**src/rtl/alu_cmd_issuer.sv**
```systemverilog
// Command FIFO and issue FSM for the combinational main_ALU.
// Returns each ALU result to the host over a valid/ready channel.
module alu_cmd_issuer #(
  parameter int DATA_W = 2,
  parameter int OP_W   = 3,
  parameter int DEPTH  = 4
) (
  input  logic                       clk,
  input  logic                       rst,
  input  logic                       cmd_valid,
  output logic                       cmd_ready,
  input  logic [OP_W-1:0]            cmd_opcode,
  input  logic [DATA_W-1:0]          cmd_a,
  input  logic [DATA_W-1:0]          cmd_b,
  output logic [DATA_W-1:0]          alu_a,
  output logic [DATA_W-1:0]          alu_b,
  output logic [OP_W-1:0]            alu_opcode,
  input  logic [DATA_W-1:0]          alu_out,
  output logic                       res_valid,
  input  logic                       res_ready,
  output logic [DATA_W-1:0]          res_data,
  output logic [OP_W-1:0]            res_opcode,
  output logic                       res_illegal,
  output logic [$clog2(DEPTH):0]     fifo_count
);

  localparam int PW = $clog2(DEPTH);
  localparam int CW = PW + 1;
  localparam logic [OP_W-1:0] OP_ILL = OP_W'(5);
  localparam logic [CW-1:0]   FULL   = CW'(DEPTH);

  typedef struct packed {
    logic [OP_W-1:0]   op;
    logic [DATA_W-1:0] a;
    logic [DATA_W-1:0] b;
  } cmd_t;

  typedef enum logic [1:0] {
    IDLE,
    ISSUE,
    HOLD
  } state_t;

  cmd_t          mem [DEPTH];
  cmd_t          head;
  logic [PW-1:0] wr_ptr;
  logic [PW-1:0] rd_ptr;
  logic [CW-1:0] count;
  logic          has_cmd;
  logic          push;
  logic          pop;
  logic          capture;
  logic          release_res;
  state_t        state;
  state_t        state_nx;

  // Ready depends only on occupancy, never on res_ready.
  assign cmd_ready  = !rst && (count < FULL);
  assign push       = cmd_valid && cmd_ready;
  assign has_cmd    = (count != '0);
  assign head       = mem[rd_ptr];
  assign fifo_count = count;

  always_ff @(posedge clk) begin
    if (rst) begin
      state <= IDLE;
    end else begin
      state <= state_nx;
    end
  end

  always_comb begin
    state_nx = state;
    unique case (1'b1)
      state == IDLE: begin
        if (has_cmd) state_nx = ISSUE;
      end
      state == ISSUE: begin
        state_nx = HOLD;
      end
      state == HOLD: begin
        if (res_ready) state_nx = has_cmd ? ISSUE : IDLE;
      end
      default: begin
        state_nx = IDLE;
      end
    endcase
  end

  always_comb begin
    pop         = 1'b0;
    capture     = 1'b0;
    release_res = 1'b0;
    unique case (1'b1)
      state == IDLE: begin
        pop = has_cmd;
      end
      state == ISSUE: begin
        capture = 1'b1;
      end
      state == HOLD: begin
        release_res = res_ready;
        pop         = res_ready && has_cmd;
      end
      default: begin
        pop = 1'b0;
      end
    endcase
  end

  always_ff @(posedge clk) begin
    if (push) begin
      mem[wr_ptr] <= '{op: cmd_opcode, a: cmd_a, b: cmd_b};
    end
  end

  always_ff @(posedge clk) begin
    if (rst) begin
      wr_ptr <= '0;
      rd_ptr <= '0;
      count  <= '0;
    end else begin
      wr_ptr <= wr_ptr + PW'(push);
      rd_ptr <= rd_ptr + PW'(pop);
      count  <= count + CW'(push) - CW'(pop);
    end
  end

  always_ff @(posedge clk) begin
    if (rst) begin
      alu_a      <= '0;
      alu_b      <= '0;
      alu_opcode <= '0;
    end else if (pop) begin
      alu_a      <= head.a;
      alu_b      <= head.b;
      alu_opcode <= head.op;
    end
  end

  // Illegal opcodes report zero regardless of what the ALU drives.
  always_ff @(posedge clk) begin
    if (rst) begin
      res_valid   <= 1'b0;
      res_data    <= '0;
      res_opcode  <= '0;
      res_illegal <= 1'b0;
    end else if (capture) begin
      res_valid  <= 1'b1;
      res_opcode <= alu_opcode;
      if (alu_opcode >= OP_ILL) begin
        res_data    <= '0;
        res_illegal <= 1'b1;
      end else begin
        res_data    <= alu_out;
        res_illegal <= 1'b0;
      end
    end else if (release_res) begin
      res_valid <= 1'b0;
    end
  end

endmodule
```
**config.mk**
```make
export PLATFORM = sky130hd
export DESIGN_NAME = alu_cmd_issuer
export DESIGN_NICKNAME = d
export VERILOG_FILES = /design/src/rtl/alu_cmd_issuer.sv
export SDC_FILE = /design/constraint.sdc
export NUM_CORES = 1
export LEC_CHECK = 0
export CAP_MARGIN = 20
export CORE_ASPECT_RATIO = 0.5
export CORE_MARGIN = 4
export CORE_UTILIZATION = 43
export DETAILED_ROUTE_END_ITERATION = 8
export PLACE_DENSITY = 0.71
export RECOVER_POWER = 50
export REMOVE_ABC_BUFFERS = 1
export SLEW_MARGIN = 10
export SYNTH_ARGS = -nofsm -noshare
export SYNTH_HDL_FRONTEND = slang
export SYNTH_SLANG_ARGS = --single-unit
```
**constraint.sdc**
```tcl
create_clock -name clk -period 2.2 [get_ports clk]
set_input_delay 0.55 -clock clk [delete_from_list [all_inputs] [get_ports clk]]
set_output_delay 0.55 -clock clk [all_outputs]
set_load 0.03 [all_outputs]
```
**Yosys cells after proc, flatten, opt, wreduce, memory -nomap -nowiden**

Memories as Yosys holds them, arrays and structs flattened. A register that Yosys moved wholly into a read port is not among the register bits.
Cells that the tools add are included.

- Mux-type cells: 13
- Reduce and logical (&&, ||, !) cells: 8
- Equality and inequality tests: 4
- Order comparisons: 2
- $add $sub $neg: 4

Operators with widths:

| kind | count |
|---|---|
| 1-bit two-way mux | 8 |
| 2-bit two-way mux | 3 |
| 2-bit case mux with 3 select lines | 1 |
| 2-bit by 1-bit adder with 2-bit output | 2 |
| 2-bit != test (second input constant) | 2 |
| 3-bit by 1-bit adder with 3-bit output | 1 |
| 3-bit >= comparator (second input constant) | 1 |
| 1-bit logical AND | 3 |
| 3-bit < comparator (second input constant) | 1 |
| 3-bit nonzero test | 1 |
| 3-bit by 1-bit subtractor with 3-bit output | 1 |
| 2-bit by 1-bit == test with 1-bit output (second input constant) | 1 |
| 2-bit == test (second input constant) | 1 |
| 2-bit logical NOT | 1 |
| 1-bit case mux with 2 select lines | 1 |
| 2-bit AND reduction | 1 |
| 2-bit nonzero test | 1 |
| 1-bit logical NOT | 1 |

- Register bits: 16
- Memories kept: 1
- Output and inout bits: 18
- Memory bits (writable): 28
- Logic and storage cells: 40

Memory list:

| name | words | bits a word | rd ports | clocked after Yosys merged registers in | wr ports | line | source |
|---|---|---|---|---|---|---|---|
| mem | 4 | 7 | 1 | 1 | 1 | 44 | `cmd_t mem [DEPTH];` |

**Longest topological paths before layout**

- Word-level depth: 5
- Mapped depth: 7
- Depth with buffers taken out: 7

**Least setup slack after synthesis**

OpenSTA, ideal clock, no wires.

- Path type: input to register
- Start point: in rst
- End point: mem mem[1][0] (netlist bit), enable pin
- Setup slack: -0.091 ns
- Stages on the path: 3
- Arrival: 1.909 ns
- Path buffers: 0
- Cell sequence: nor2_1 nand2_1 nor3b_1

- Longest elaborated chain between the ends: 5

Ends and longest elaborated chain:

| what | line | source |
|---|---|---|
| from (decl) | 9 | `input logic rst,` |
| 1-bit logical NOT | 58 | `assign cmd_ready = !rst && (count < FULL);` |
| 1-bit logical AND | 58 |  |
| 1-bit logical AND | 59 | `assign push = cmd_valid && cmd_ready;` |
| 1-bit two-way mux | 112 | `if (push) begin` |
| 1-bit two-way mux (not written as such) | 113 | `mem[wr_ptr] <= '{op: cmd_opcode, a: cmd_a, b: cmd_b};` |
| to (decl) | 44 |  |

Every way passes these cells.

**Worst setup path in the final report**

- Start point: reg count[1] (netlist: fifo_count[1])
- End point: out fifo_count[1]

RTL lines:

| what | line | source |
|---|---|---|
| from (decl) | 48 | `logic [CW-1:0] count;` |
| from (signal assigned) | 125 | `count <= count + CW'(push) - CW'(pop);` |
| to (decl) | 24 | `output logic [$clog2(DEPTH):0] fifo_count` |

No word-level cell between the ends.

==> flow_results.org <==
** STA
- Dividing the final minimum period by the clock period gives approximately 90%.
- After layout, the minimum clock period comes to 2.02 ns.
- Across the routed clock network, the largest skew measured is 0.00257 ns.
- Final Worst Setup Slack :: 0.185 ns
- Measured slew at the worst slew-check pin :: 0.693 ns
- The final-report hold violation count came to 0.
- The final count of pins violating max slew is 0.
- Setup repair after global routing left no endpoint under its margin.
- Worst-case headroom to the max-slew limit :: 53.4%
- Maximum achievable frequency :: about 500 MHz
- Fin Setup TNS :: 0 ns
- Setup violations, final :: 0

** Power and ir drop
- For this design the static power due to leakage is 0.856 nW.
- For this design the total switching power over the nets is 1.03 mW.
- Internal power component :: 1.92 mW
- Part of the total power dissipated in combinational logic :: 37.4%
- After layout, the design draws a total of 2.96 mW.
- Switching power share of the total :: 34.9%
- Power per cell area :: roughly 1200 nW/um^2
- Worst vdd ir :: about 380 uV
- Sequential share of power :: 45.3%
- Per report_power, the clock group accounts for 17.3% of the total.

** Global route
- The total overflow left after global routing is 0.
- Number of antenna violations at the first check in global routing :: 0
- Vias in the first global route :: 1221
- Maximum number of pins on one net before global-route repair :: 25
- Global routing used 12.8% of the available tracks across all layers.
- Wire length of the first global-routing pass :: between 5000 and 6000 um

** Synthesis
- The synthesized design spends more area on one cell type than any other, namely edfxtp_1.
- Share of synthesized flip-flops with an asynchronous set or reset :: 0%
- After synthesis the cells add up to 2000 um^2.
- Count of warnings emitted by yosys :: 0
- The synthesized design contains 51 register bits.
- Distinct cells, synth :: 34
- Post-Syn Instances :: between 100 and 150
- The share of synthesized area in the top cell type comes to approximately 42%.
- Among all flip-flop cells after synthesis, the most frequent one is edfxtp_1.
- By area the synthesized netlist is led by edfxtp_1 42%, dfxtp_1 23%, mux4_2 7.9%.
- The synthesized design contains 28 enable-type register cells.
- Avg Inst Size Synth :: 14.8 um^2
- Share of synthesized area occupied by flip-flops and latches :: 65.2%

** Flow run
- The tool flagged a number of max-cap violations equal to 0.

** Die
- The initial utilization of the core area, before any placement, comes to 44.9%.
- I/O pin cnt :: 31
- Chip height :: 56.2 um
- Die Outline Area :: 5860 um^2
- In this run the core area contains 17 standard-cell rows.
- After floorplanning, the core was sized to cover 4450 um^2.
- Horizontal extent of the die :: between 100 and 150 um

** CTS
- After clock tree synthesis, the clock-pin slew on the worst setup and hold paths is 0.09 ns.
- No sink is reached through more buffers than the 2 on the longest clock path.
- In this run, post-CTS hold repair placed 0 buffers.
- Clock buffer count from CTS :: 5
- The tree is rooted in a clkbuf_8.
- TritonCTS built the clock tree.
- Clock latency reported for the late side of the worst-skew pair :: roughly 0.3 ns
- In this run the post-CTS setup repair buffer count came out at 0.
- Clock sinks :: 51
- Resized cells post-CTS :: 0
- H-tree levels :: 2

** Route
- After detailed routing, the number of remaining DRC violations is 0.
- Number of vias in the routed layout :: 1164
- Average routed wire per standard cell :: 14.7 um
- The first detailed-routing pass took 4 iterations.
- Remaining antenna violation count after routing :: 0
- Post-detailed-route via-to-cell ratio :: a little under 5
- Total wire length after detailed routing :: 3490 um
- The detailed router finished its first iteration with 33 violations.

** Placement
- Final estimated routing congestion in global placement :: 0.735
- During placement, the flow inserted port buffers numbering 30.
- Pre-CTS setup slack :: -0.121 ns
- After legalization and detailed placement, the total HPWL measured 2500 um.
- Area after DPL :: approximately 2400 um^2

** Worst setup path
- In this design, the largest share of critical-path delay is due to buffers and inverters.
- In this run the critical register-to-register path is launched from fifo_count[2].
- STA puts the critical path data arrival time at 1.47 ns.
- Tracing the worst setup path back leads to its startpoint at fifo_count[1].
- The worst setup path is launched from a flop.
- Data required, critical path :: 1.65 ns
- For this run, the slowest stage of the critical path takes 0.71 ns.
- Biggest fanout along the worst timing path :: 4
- The worst register-to-register path has a setup slack of between 0.3 and 0.4 ns.
- STA classifies the critical path endpoint as an output pin.
- In this run the critical register-to-register path is captured at fifo_count[2].
- On the critical path, the stage with the largest delay is an instance of clkdlybuf4s50_1.
- By startpoint and endpoint, the worst setup path is classified as flop to output pin.
- Count of buffer and inverter cells on the critical path :: 1
- The signal on the critical path passes through clkdlybuf4s50_1.
- In this run the number of cells on the critical path is 1.
- Counting cells, the worst reg-to-reg path comes to 7.

** Min path
- Tightest Hold Check Type :: flop to flop
- WHS Path Cells :: 2
- Hold Path End :: res_data[1]
- Startpoint of the lowest-slack hold path :: res_data[1]

** Final layout
- Cell area after layout :: 2500 um^2
- Relative to the synthesized area, the layout overhead comes to 25.3%.
- The number of antenna diodes in the final layout is 0.
- Most common library cell in the layout ignoring fill and taps :: edfxtp_1
- In the final layout, the share of cells above drive strength 1 is 18.2%.
- Most frequent cells in the layout :: 28 x edfxtp_1, 23 x dfxtp_1, 22 x clkdlybuf4s50_1, 13 x buf_4, 10 x nand2_1
- In the final design database the tool counted 196 nets.
- Measured on the finished design, the core utilization comes to 56.3%.

** Run status
- The run finished with clean final reports.
-- metal layers --
metal / vias to the layer above / share of wire (%) / track usage (%)
met1: 554 / 47 / 16.7
met3: 5 / 4.7 / 3.94
li1: 583 / - / -
met5: - / 0 / 0
met4: 0 / 1.3 / 5.68
met2: 22 / 47 / 19.5
-- per-stage QoR --
stage | cells | hold WS [ns]
6_report | 238 | 0.459
5_1_grt | 238 | 0.475
4_1_cts | 238 | 0.459
3_5_place_dp | 230 | 0.447
3_3_place_gp | 230 | 0.438
2_1_floorplan | 129 | 0.471
-- how the worst max path moves through the flow --
stage | to | slack [ns]
after CTS | fifo_count[1] | 0.17
final | fifo_count[1] | 0.18
after detailed placement | fifo_count[2] | -0.12
after global placement | fifo_count[2] | -0.07
after floorplan | mem[1][0] | -0.09
after global routing | fifo_count[2] | 0.08
-- power groups by stage --
stage               registers (mW)  clock network [mW]  logic (mW)
floorplan                     1.54                   0       0.518
global placement              1.36                   0        1.10
detailed placement            1.37                   0        1.14
CTS                           1.35               0.529        1.14
global route                  1.37               0.573        1.19
finish                        1.34               0.511        1.11
-- kinds of logic after synthesis --
kind of cell	after synthesis	share of synthesized area [%]
simple gates	42	13.7
flops	51	65.2
compound gates	18	6.45
xor+xnor	4	1.75
mux	8	8.46
buf+inv	9	2.19
fa+ha+maj	3	2.26
-- registers in the layout, summed over array words and instances, names as in the netlist --
signal,flops
fifo_count,3
res_illegal,1
res_opcode,3
rd_ptr,2
res_data,2
alu_b,2
state,2
mem,28
alu_opcode,3
wr_ptr,2
res_valid,1
alu_a,2
-- area by class of cell --
class | instances | area, um^2
Sequential cell | 51 | 1300
Multi-Input combinational cell | 75 | 639
Fill cell | 377 | 1940
Inverter | 3 | 11.3
Timing Repair Buffer | 44 | 397
Clock buffer | 6 | 72.6
Clock inverter | 2 | 8.76
Tap cell | 57 | 71.3
-- synthesized netlist by cell type, drive strengths merged (3+ instances only) --
cell,instances
a21oi,7
buf,4
dfxtp,23
edfxtp,28
inv,3
mux4,7
nand2,10
nand2b,8
nor2,6
nor2b,6
nor3,3
o2bb2ai,7
xnor2,4
(Power assumes the default switching activity.)
